File: config.mk
export PLATFORM = sky130hd
export DESIGN_NAME = huffman_ac_decode_ctrl_flat
export DESIGN_NICKNAME = d
export VERILOG_FILES = /design/src/rtl/huffman_ac_decode_ctrl_if.sv /design/src/rtl/huffman_ac_decode_ctrl.sv /design/src/flat_wrapper.sv
export SDC_FILE = /design/constraint.sdc
export NUM_CORES = 1
export LEC_CHECK = 0
export ABC_AREA = 1
export BUFFER_PORTS_ARGS = -buffer_cell sky130_fd_sc_hd__buf_4
export CORE_MARGIN = 4
export CORE_UTILIZATION = 57
export CTS_BUF_LIST = sky130_fd_sc_hd__clkbuf_4
export CTS_CLUSTER_SIZE = 8
export DETAILED_ROUTE_END_ITERATION = 6
export PLACE_DENSITY = 0.92
export REMOVE_ABC_BUFFERS = 1
export SLEW_MARGIN = 40
export SYNTH_ARGS = -nofsm -noshare
export SYNTH_HDL_FRONTEND = slang
export SYNTH_SLANG_ARGS = --single-unit
File: constraint.sdc
create_clock -name clk_in -period 3.25 [get_ports clk_in]
set_input_delay 0.325 -clock clk_in [delete_from_list [all_inputs] [get_ports clk_in]]
set_output_delay 0.325 -clock clk_in [all_outputs]
set_load 0.01 [all_outputs]
File: src/rtl/huffman_ac_decode_ctrl_if.sv
// Bus bundle for the AC Huffman decode controller.
//   bit stream : bit_in, bit_valid_in -> controller; bit_ready_out <- controller
//   LUT        : lut_code_out, lut_code_len_out, lut_enable_out <- controller
//                lut_valid_in, lut_codesize_in, lut_size_in, lut_run_in -> controller
//   symbol     : sym_valid_out, run_out, size_out, amp_out, coef_idx_out, eob_out,
//                block_done_out, err_out <- controller; sym_ready_in -> controller
// modport master is the controller, modport slave is its environment.
interface huffman_ac_decode_ctrl_if #(
   parameter int AMP_W = 11
);
   logic             bit_in;
   logic             bit_valid_in;
   logic             bit_ready_out;
   logic [15:0]      lut_code_out;
   logic [4:0]       lut_code_len_out;
   logic             lut_enable_out;
   logic             lut_valid_in;
   logic [4:0]       lut_codesize_in;
   logic [4:0]       lut_size_in;
   logic [4:0]       lut_run_in;
   logic             sym_valid_out;
   logic             sym_ready_in;
   logic [3:0]       run_out;
   logic [3:0]       size_out;
   logic [AMP_W-1:0] amp_out;
   logic [5:0]       coef_idx_out;
   logic             eob_out;
   logic             block_done_out;
   logic             err_out;

   modport master (
      input  bit_in, bit_valid_in, lut_valid_in, lut_codesize_in, lut_size_in,
             lut_run_in, sym_ready_in,
      output bit_ready_out, lut_code_out, lut_code_len_out, lut_enable_out,
             sym_valid_out, run_out, size_out, amp_out, coef_idx_out, eob_out,
             block_done_out, err_out
   );

   modport slave (
      output bit_in, bit_valid_in, lut_valid_in, lut_codesize_in, lut_size_in,
             lut_run_in, sym_ready_in,
      input  bit_ready_out, lut_code_out, lut_code_len_out, lut_enable_out,
             sym_valid_out, run_out, size_out, amp_out, coef_idx_out, eob_out,
             block_done_out, err_out
   );
endinterface

File: src/rtl/huffman_ac_decode_ctrl.sv
// AC Huffman decode sequencer: grows a candidate code one bit at a time,
// queries an external LUT (one-cycle latency) per bit, collects amplitude
// bits on a match and emits (run, size, amplitude) symbols with the
// coefficient index inside the 8x8 block.
//   clk_in  : system clock
//   rst_in  : asynchronous active-low reset
//   bus     : huffman_ac_decode_ctrl_if.master (bit stream, LUT, symbol)
//
// state    | meaning
// ---------+-------------------------------------------------------------
// S_IDLE   | one cycle after reset
// S_SHIFT  | accept next code bit
// S_LOOKUP | LUT read of the current candidate code
// S_CHECK  | LUT result available, decide match / grow / error
// S_AMP    | accept `size` amplitude bits
// S_EMIT   | present symbol until sym_ready_in
// S_ERROR  | illegal code or index overflow, left only by reset
module huffman_ac_decode_ctrl #(
   parameter int MAX_CODE_LEN = 16,
   parameter int AMP_W        = 11,
   parameter int LAST_COEF    = 63
) (
   input logic                      clk_in,
   input logic                      rst_in,
   huffman_ac_decode_ctrl_if.master bus
);
   typedef enum logic [2:0] {
      S_IDLE, S_SHIFT, S_LOOKUP, S_CHECK, S_AMP, S_EMIT, S_ERROR
   } state_t;

   state_t           state_q, state_d;
   logic [15:0]      code_q, code_d;
   logic [4:0]       len_q, len_d;
   logic [6:0]       idx_q, idx_d;
   logic [3:0]       run_q, run_d;
   logic [3:0]       size_q, size_d;
   logic [3:0]       amp_cnt_q, amp_cnt_d;
   logic [AMP_W-1:0] amp_q, amp_d;
   logic             err_q, err_d;

   logic [6:0] coef_sum;
   logic       overflow, is_eob, is_zrl, lut_hit, lut_bad;

   // 7-bit sum so an index past LAST_COEF is visible instead of wrapping
   assign coef_sum = idx_q + {3'd0, run_q};
   assign overflow = coef_sum > 7'(LAST_COEF);
   assign is_eob   = (run_q == 4'd0) && (size_q == 4'd0);
   assign is_zrl   = (run_q == 4'd15) && (size_q == 4'd0);
   assign lut_hit  = bus.lut_valid_in && (bus.lut_codesize_in == len_q);
   // a matched entry whose run or size cannot be represented is treated as illegal
   assign lut_bad  = bus.lut_run_in[4] || (bus.lut_size_in > 5'(AMP_W));

   always_ff @(posedge clk_in or negedge rst_in) begin
      if (!rst_in) begin
         state_q   <= S_IDLE;
         code_q    <= '0;
         len_q     <= '0;
         idx_q     <= 7'd1;
         run_q     <= '0;
         size_q    <= '0;
         amp_cnt_q <= '0;
         amp_q     <= '0;
         err_q     <= 1'b0;
      end else begin
         state_q   <= state_d;
         code_q    <= code_d;
         len_q     <= len_d;
         idx_q     <= idx_d;
         run_q     <= run_d;
         size_q    <= size_d;
         amp_cnt_q <= amp_cnt_d;
         amp_q     <= amp_d;
         err_q     <= err_d;
      end
   end

   always_comb begin
      state_d   = state_q;
      code_d    = code_q;
      len_d     = len_q;
      idx_d     = idx_q;
      run_d     = run_q;
      size_d    = size_q;
      amp_cnt_d = amp_cnt_q;
      amp_d     = amp_q;
      err_d     = err_q;

      bus.bit_ready_out    = 1'b0;
      bus.lut_code_out     = '0;
      bus.lut_code_len_out = '0;
      bus.lut_enable_out   = 1'b0;
      bus.sym_valid_out    = 1'b0;
      bus.run_out          = '0;
      bus.size_out         = '0;
      bus.amp_out          = '0;
      bus.coef_idx_out     = '0;
      bus.eob_out          = 1'b0;
      bus.block_done_out   = 1'b0;
      bus.err_out          = err_q;

      case (state_q)
         S_IDLE: state_d = S_SHIFT;
         S_SHIFT: begin
            bus.bit_ready_out = 1'b1;
            if (bus.bit_valid_in) begin
               code_d  = {code_q[14:0], bus.bit_in};
               len_d   = len_q + 5'd1;
               state_d = S_LOOKUP;
            end
         end
         S_LOOKUP: begin
            bus.lut_enable_out   = 1'b1;
            bus.lut_code_out     = code_q;
            bus.lut_code_len_out = len_q;
            state_d              = S_CHECK;
         end
         S_CHECK: begin
            if (lut_hit && lut_bad) begin
               err_d   = 1'b1;
               state_d = S_ERROR;
            end else if (lut_hit) begin
               run_d     = bus.lut_run_in[3:0];
               size_d    = bus.lut_size_in[3:0];
               code_d    = '0;
               len_d     = '0;
               amp_d     = '0;
               amp_cnt_d = '0;
               state_d   = (bus.lut_size_in == 5'd0) ? S_EMIT : S_AMP;
            end else if (len_q < 5'(MAX_CODE_LEN)) begin
               state_d = S_SHIFT;
            end else begin
               err_d   = 1'b1;
               state_d = S_ERROR;
            end
         end
         S_AMP: begin
            bus.bit_ready_out = 1'b1;
            if (bus.bit_valid_in) begin
               amp_d     = {amp_q[AMP_W-2:0], bus.bit_in};
               amp_cnt_d = amp_cnt_q + 4'd1;
               if (amp_cnt_q + 4'd1 == size_q) state_d = S_EMIT;
            end
         end
         S_EMIT: begin
            if (overflow) begin
               err_d   = 1'b1;
               state_d = S_ERROR;
            end else begin
               bus.sym_valid_out = 1'b1;
               bus.run_out       = run_q;
               bus.size_out      = size_q;
               bus.amp_out       = amp_q;
               bus.coef_idx_out  = coef_sum[5:0];
               bus.eob_out       = is_eob;
               if (bus.sym_ready_in) begin
                  if (is_eob || (coef_sum == 7'(LAST_COEF) && size_q != 4'd0)) begin
                     bus.block_done_out = 1'b1;
                     idx_d              = 7'd1;
                  end else if (is_zrl) begin
                     idx_d = idx_q + 7'd16;
                  end else begin
                     idx_d = coef_sum + 7'd1;
                  end
                  state_d = S_SHIFT;
               end
            end
         end
         S_ERROR: state_d = S_ERROR;
         default: state_d = S_ERROR;
      endcase
   end
endmodule
File: src/flat_wrapper.sv
// flat-port wrapper written by rule: the top's interface ports become plain ports
module huffman_ac_decode_ctrl_flat 
#(
   parameter int MAX_CODE_LEN = 16,
   parameter int AMP_W        = 11,
   parameter int LAST_COEF    = 63
)
  (clk_in, rst_in, bus_bit_in, bus_bit_valid_in, bus_lut_valid_in, bus_lut_codesize_in, bus_lut_size_in, bus_lut_run_in, bus_sym_ready_in, bus_bit_ready_out, bus_lut_code_out, bus_lut_code_len_out, bus_lut_enable_out, bus_sym_valid_out, bus_run_out, bus_size_out, bus_amp_out, bus_coef_idx_out, bus_eob_out, bus_block_done_out, bus_err_out);
  huffman_ac_decode_ctrl_if #(.AMP_W(AMP_W)) bus_i ();
  input logic clk_in;
  input logic rst_in;
  input wire logic [$bits(bus_i.bit_in)-1:0] bus_bit_in;
  input wire logic [$bits(bus_i.bit_valid_in)-1:0] bus_bit_valid_in;
  input wire logic [$bits(bus_i.lut_valid_in)-1:0] bus_lut_valid_in;
  input wire logic [$bits(bus_i.lut_codesize_in)-1:0] bus_lut_codesize_in;
  input wire logic [$bits(bus_i.lut_size_in)-1:0] bus_lut_size_in;
  input wire logic [$bits(bus_i.lut_run_in)-1:0] bus_lut_run_in;
  input wire logic [$bits(bus_i.sym_ready_in)-1:0] bus_sym_ready_in;
  output wire logic [$bits(bus_i.bit_ready_out)-1:0] bus_bit_ready_out;
  output wire logic [$bits(bus_i.lut_code_out)-1:0] bus_lut_code_out;
  output wire logic [$bits(bus_i.lut_code_len_out)-1:0] bus_lut_code_len_out;
  output wire logic [$bits(bus_i.lut_enable_out)-1:0] bus_lut_enable_out;
  output wire logic [$bits(bus_i.sym_valid_out)-1:0] bus_sym_valid_out;
  output wire logic [$bits(bus_i.run_out)-1:0] bus_run_out;
  output wire logic [$bits(bus_i.size_out)-1:0] bus_size_out;
  output wire logic [$bits(bus_i.amp_out)-1:0] bus_amp_out;
  output wire logic [$bits(bus_i.coef_idx_out)-1:0] bus_coef_idx_out;
  output wire logic [$bits(bus_i.eob_out)-1:0] bus_eob_out;
  output wire logic [$bits(bus_i.block_done_out)-1:0] bus_block_done_out;
  output wire logic [$bits(bus_i.err_out)-1:0] bus_err_out;
  assign bus_i.bit_in = bus_bit_in;
  assign bus_i.bit_valid_in = bus_bit_valid_in;
  assign bus_i.lut_valid_in = bus_lut_valid_in;
  assign bus_i.lut_codesize_in = bus_lut_codesize_in;
  assign bus_i.lut_size_in = bus_lut_size_in;
  assign bus_i.lut_run_in = bus_lut_run_in;
  assign bus_i.sym_ready_in = bus_sym_ready_in;
  assign bus_bit_ready_out = bus_i.bit_ready_out;
  assign bus_lut_code_out = bus_i.lut_code_out;
  assign bus_lut_code_len_out = bus_i.lut_code_len_out;
  assign bus_lut_enable_out = bus_i.lut_enable_out;
  assign bus_sym_valid_out = bus_i.sym_valid_out;
  assign bus_run_out = bus_i.run_out;
  assign bus_size_out = bus_i.size_out;
  assign bus_amp_out = bus_i.amp_out;
  assign bus_coef_idx_out = bus_i.coef_idx_out;
  assign bus_eob_out = bus_i.eob_out;
  assign bus_block_done_out = bus_i.block_done_out;
  assign bus_err_out = bus_i.err_out;
  huffman_ac_decode_ctrl #(.MAX_CODE_LEN(MAX_CODE_LEN), .AMP_W(AMP_W), .LAST_COEF(LAST_COEF)) u_core (.clk_in(clk_in), .rst_in(rst_in), .bus(bus_i));
endmodule
---- Word level (Yosys, flattened, before mapping) ----
Index checks and enable logic that the tools add are counted.
operators by class
  reduce and logical (&&, ||, !) cells .... 22
  muxes and demuxes ....................... 53
  bitwise gates (word level) .............. 2
  $add $sub $neg .......................... 5
  $lt $le $gt $ge ......................... 3
  equality and inequality tests ........... 18
operator list
  cell                   number
  $mux W16               4
  $mux W11               5
  $pmux W16 S2           1
  $mux W4                7
  $mux W3                8
  $pmux W11 S2           1
  $mux W5                4
  $pmux W3 S6            1
  $reduce_and A4 Y1      4
  $mux W1                15
  $mux W7                2
  $mux W6                2
  $pmux W5 S2            1
  $logic_not A4 Y1       2
  $pmux W4 S2            1
  $add A7 B1 Y7 const B  1
  $add A7 B4 Y7          1
  $add A7 B5 Y7 const B  1
  $eq A7 B6 Y1 const B   1
  $gt A7 B6 Y1 const B   1
  $eq A3 B2 Y1 const B   2
  $eq A3 B3 Y1 const B   2
  $ne A2 B1 Y1 const B   3
  $ne A2 B2 Y1 const B   3
  20 further kinds       30
storage, ports and cells
  register bits after elaboration ......... 55
  output and inout bits ................... 52
  word-level logic and storage cells ...... 112
  input bits .............................. 21

---- Longest topological paths before layout ----
  word-level depth ........................ 8
  depth in mapped cells ................... 15
  mapped depth without buffers ............ 15

---- Least setup slack after synthesis ----
No wires, ideal clock.
  path kind ............................... register -> output
  from .................................... reg u_core.idx_q[0]
  to ...................................... out bus_amp_out[5]
  data required time ...................... 2.925 ns
  cell stages (with the launch flop) ...... 14
  path buffers ............................ 2
  arrival time ............................ 2.314 ns
  slack ................................... 0.611 ns
  cells stage by stage .................... dfstp_2 -> ha_1 -> inv_1 -> fa_1 -> inv_1 -> ha_1 -> inv_1 -> nor2_1 -> nand3_1 -> nand3_2 -> nand3_2 -> buf_6 -> buf_6 -> nor2_1
on the way
  longest elaborated chain between the ends .. 4
ends and longest elaborated chain
  element                 line                           text
  from (decl)             huffman_ac_decode_ctrl.sv:34   logic [6:0] idx_q, idx_d;
  from (signal assigned)  huffman_ac_decode_ctrl.sv:68   idx_q <= idx_d;
  $add A7 B4 Y7           huffman_ac_decode_ctrl.sv:45   assign coef_sum = idx_q + {3'd0, run_q};
  $gt A7 B6 Y1            huffman_ac_decode_ctrl.sv:46   assign overflow = coef_sum > 7'(LAST_COEF);
  $mux W11                huffman_ac_decode_ctrl.sv:145  if (overflow) begin
  $mux W11                huffman_ac_decode_ctrl.sv:101  case (state_q)
  to (decl)               flat_wrapper.sv:26             output wire logic [$bits(bus_i.amp_out)-1:0] bus_amp_out;
Every way passes these cells.

---- Worst setup path after layout ----
  from .................................... reg u_core.idx_q[0]
  to ...................................... out bus_block_done_out
on the way
  longest elaborated chain between the ends .. 8
  elaborated cells on any way between the ends .. 9
  classes of those cells .................. add/sub (1); order compare (1); eq/ne (1); mux (4); reduce/logical (2)
ends and longest elaborated chain
  element              line                           text
  $add A7 B4 Y7 (*)    huffman_ac_decode_ctrl.sv:45
  $eq A7 B6 Y1         huffman_ac_decode_ctrl.sv:156  if (is_eob || (coef_sum == 7'(LAST_COEF) && size_q != 4'd0)) begin
  $logic_and A1 B1 Y1  huffman_ac_decode_ctrl.sv:156
  $logic_or A1 B1 Y1   huffman_ac_decode_ctrl.sv:156
  $mux W1              huffman_ac_decode_ctrl.sv:156
  $mux W1              huffman_ac_decode_ctrl.sv:155  if (bus.sym_ready_in) begin
  $mux W1 (*)          huffman_ac_decode_ctrl.sv:145
  $mux W1 (*)          huffman_ac_decode_ctrl.sv:101
  to (decl)            flat_wrapper.sv:29             output wire logic [$bits(bus_i.block_done_out)-1:0] bus_block_done_out;
Every way passes the cells marked *; elsewhere a longest branch is shown, timed or not.

==> results.json <==
{
  "synth-async-reset-ratio_pct": 100.0,
  "hpwl_mm": 6.113,
  "met3_usage_pct": 5.397,
  "clock_path_buffers": 2,
  "critPathBufInv": 6,
  "peakVddDrop_uv": 187.7,
  "die_h_um": 84.76,
  "grt_overflow": 0,
  "drt-pass1-iter-count": 5,
  "fp.dieArea_mm2": 0.007183,
  "n_antenna_cell": 0,
  "grtUsageTotal_pct": 23.73,
  "final_common_cell": "nand2_1",
  "cts_htree_levels": 2,
  "wirelength_mm": 9.738,
  "critPathRequiredTime_ns": 2.92,
  "yosys-top-cells-area": "dfrtp_1, nand2_1, nor2_1",
  "grt_pass1_vias": 3166,
  "avgSynthCellArea_um2": 7.365,
  "syn2layout_area_growth_pct": 28.28,
  "seq_area_frac_synth_pct": 41.02,
  "antenna_found_initial": 0,
  "synth_simple_gate_area_share_pct": 28.80,
  "synth-seq-cells": 55,
  "finalHoldViolCount": 0,
  "maxCapViolCount": 0,
  "crit_fanout": 4,
  "drtAntennaViolNets": 0,
  "num_vias": 3506,
  "cpPeakStageDelay_ns": 0.59,
  "grt_pass1_wl_mm": 14.05,
  "ys.flop_type": "dfrtp_1",
  "power_mw": 1.050,
  "start_util_pct": 59.88,
  "setup_viol": 9,
  "p_leak_nw": 2.333,
  "hold_slack_ns": 0.1860,
  "crit_type": "flop to output port",
  "gr-usage-met1_pct": 29.34,
  "rows": 27,
  "syn_inst": 456,
  "io_buffers": 72,
  "setup_ws_ns": -0.04207,
  "synth-edff-count": 0,
  "max-slew-margin-rel_pct": 51.76,
  "fillCellCount": 370,
  "fin_area_mm2": 0.004308,
  "grt_busiest_layer": "met2",
  "rsz0062_at_grt": "true",
  "muxShareOfSynthArea_pct": 0,
  "drive_gt1_share_pct": 29.98,
  "synth_compound_area_share_pct": 11.77,
  "place_congestion": 0.8625,
  "synth_top_area_share_pct": 40.24,
  "cp_cell_sequence": "ha_4 > inv_1 > fa_2 > inv_2 > ha_4 > inv_1 > nor2_2 > nand3_2 > nand3_2 > nand3_4 > buf_4 > nor2_4 > inv_2 > a21oi_2 > buf_4",
  "core_mm2": 0.005608,
  "violations": "setup timing",
  "tightest_slew_ns": 0.7219,
  "reg2regPathDepth": 15,
  "cts_sinks": 55,
  "crit_path_end_kind": "output port",
  "postPlaceCellArea_mm2": 0.003920,
  "slowest_stage": "dfstp_2",
  "power_density_mw_per_mm2": 243.8,
  "root_buffer": "clkbuf_4",
  "drt_iter0_drc": 373,
  "wl_per_cell_um": 15.73,
  "whs_path_depth": 3,
  "mostFrequentLayoutCells": "nand2_1, buf_4, inv_1",
  "status": "finished with violations",
  "nets": 576,
  "clock_latency_ns": 0.39,
  "yosysWarnings": 0,
  "fin_crit_sh_pct": 101.3,
  "grt_max_degree": 56,
  "worstSetupPathDepth": 15,
  "path_delay_family": "adder cells",
  "clock.fmax_mhz": 303.8,
  "finalCriticalPeriod_ns": 3.292,
  "met2_usage_pct": 40.78,
  "cp-start-kind": "flop",
  "hp-class": "primary input to flop",
  "cts_buffers": 5,
  "io_pins": 73,
  "synth_largest_area_cell": "dfrtp_1",
  "synth_top_family_by_area": "simple AND/OR/NAND/NOR gates",
  "cts_tree": "yes",
  "yosysUniqueCellTypes": 33,
  "crit_arrival_ns": 2.97,
  "synth_xor_area_share_pct": 3.390,
  "avgViaCountPerCell": 5.664,
  "finClkSkew_ns": 0.006599,
  "fp.dieW_um": 84.76,
  "clkTransAtPathRegs_ns": 0.17,
  "synth_area_mm2": 0.003358,
  "finalMaxSlewViolations": 0,
  "synthAdderAreaFrac_pct": 3.577,
  "route.detailed.drc": 0
}
[path summary, 6_finish.rpt]
| path | startpoint | end | slack [ns] |
|---|---|---|---|
| max in group asynchronous | rst_in | u_core.amp_q[1]$_DFFE_PN0P_ | 2.30 |
| hold reg to reg | u_core.bus.err_out$_DFFE_PN0P_ | u_core.bus.err_out$_DFFE_PN0P_ | 0.51 |
| min in group asynchronous | rst_in | u_core.code_q[5]$_DFFE_PN0P_ | 0.49 |
| setup / recovery | u_core.idx_q[0]$_DFFE_PN1P_ | bus_block_done_out | -0.04 |
| hold / removal | bus_lut_size_in[1] | u_core.size_q[1]$_DFFE_PN0P_ | 0.19 |
| setup reg to reg | u_core.idx_q[0]$_DFFE_PN1P_ | u_core.idx_q[3]$_DFFE_PN0P_ | 0.14 |
[stage by stage]
step	util, %	TNS, ns	std cells	worst slack (ns)
3_3_place_gp	69.90	0	590	0.4427
4_1_cts	71.98	0	601	0.009497
3_5_place_dp	69.90	0	590	0.2936
5_1_grt	76.82	-2.109	619	-0.1570
2_1_floorplan	-	0	445	0.2587
6_report	76.82	-0.1898	619	-0.04207
[power by group]
group	internal, mW	total [mW]	switching, mW
combinational	0.0188	0.0435	0.0247
sequential	0.685	0.685	0
clock	0.0894	0.322	0.232
total	0.793	1.05	0.257
[synthesized netlist by cell type, drive strengths merged, types with 3 or more instances]
master  instances
dfrtp          54
xor2            8
clkbuf          3
ha              8
nand2         106
inv            81
o21ai          29
o22ai          16
nand3          25
xnor2           5
buf             8
nor2           80
nand4           6
a21oi          12
nor3            5
[metal layers]
layer  vias up  share of wire, %
li1       1608                 -
met1      1611                38
met2       231                48
met3        56               9.4
met4         0               3.9
met5         -                 0
[sequential cells by signal, summed over array words and instances, names as in the netlist]
register and cells:
u_core.amp_cnt_q 4, u_core.amp_q 11, u_core.bus.err_out 1, u_core.code_q 16, u_core.idx_q 7, u_core.len_q 5, u_core.run_q 4, u_core.size_q 4
u_core.state_q 3
[logic make-up (layout without fill, tap and decap cells)]
logic type	Yosys count	after routing
AOI/OAI and AO/OA	60	60
xor gates and xnor gates	13	13
adders and majority gates	9	9
buffers and inverters	93	184
DFF	55	55
and+or+nand+nor	226	226
[worst reg2reg max path, delay by kind of cell, from the launching register on]
kind,cells,cell delay (ns)
AND/OR/NAND/NOR,7,1.30
adder cells (fa/ha/maj),3,0.73
flip-flops,1,0.59
buffers and inverters,5,0.43
[timing repair]
item / in CTS / in global routing
pin swaps: 2 / 10
buffers inserted: 2 / 16
endpoints found under the setup margin: 25 / 28
resized for setup: 7 / 29
gates cloned: 0 / 2
hold buffers: 1 / 0
endpoints found under the hold margin: 54 / 0
[area by class of cell]
type,instances,area [um^2],share of cell area (%)
multi-input combinational,308,1704,39.56
sequential,55,1378,31.98
timing repair buffer,94,767.0,17.80
inverter,82,307.8,7.145
tap,72,90.09,2.091
clock buffer,5,37.54,0.8713
clock inverter,3,23.77,0.5518
Note: power is estimated with default switching activity, not from simulation.
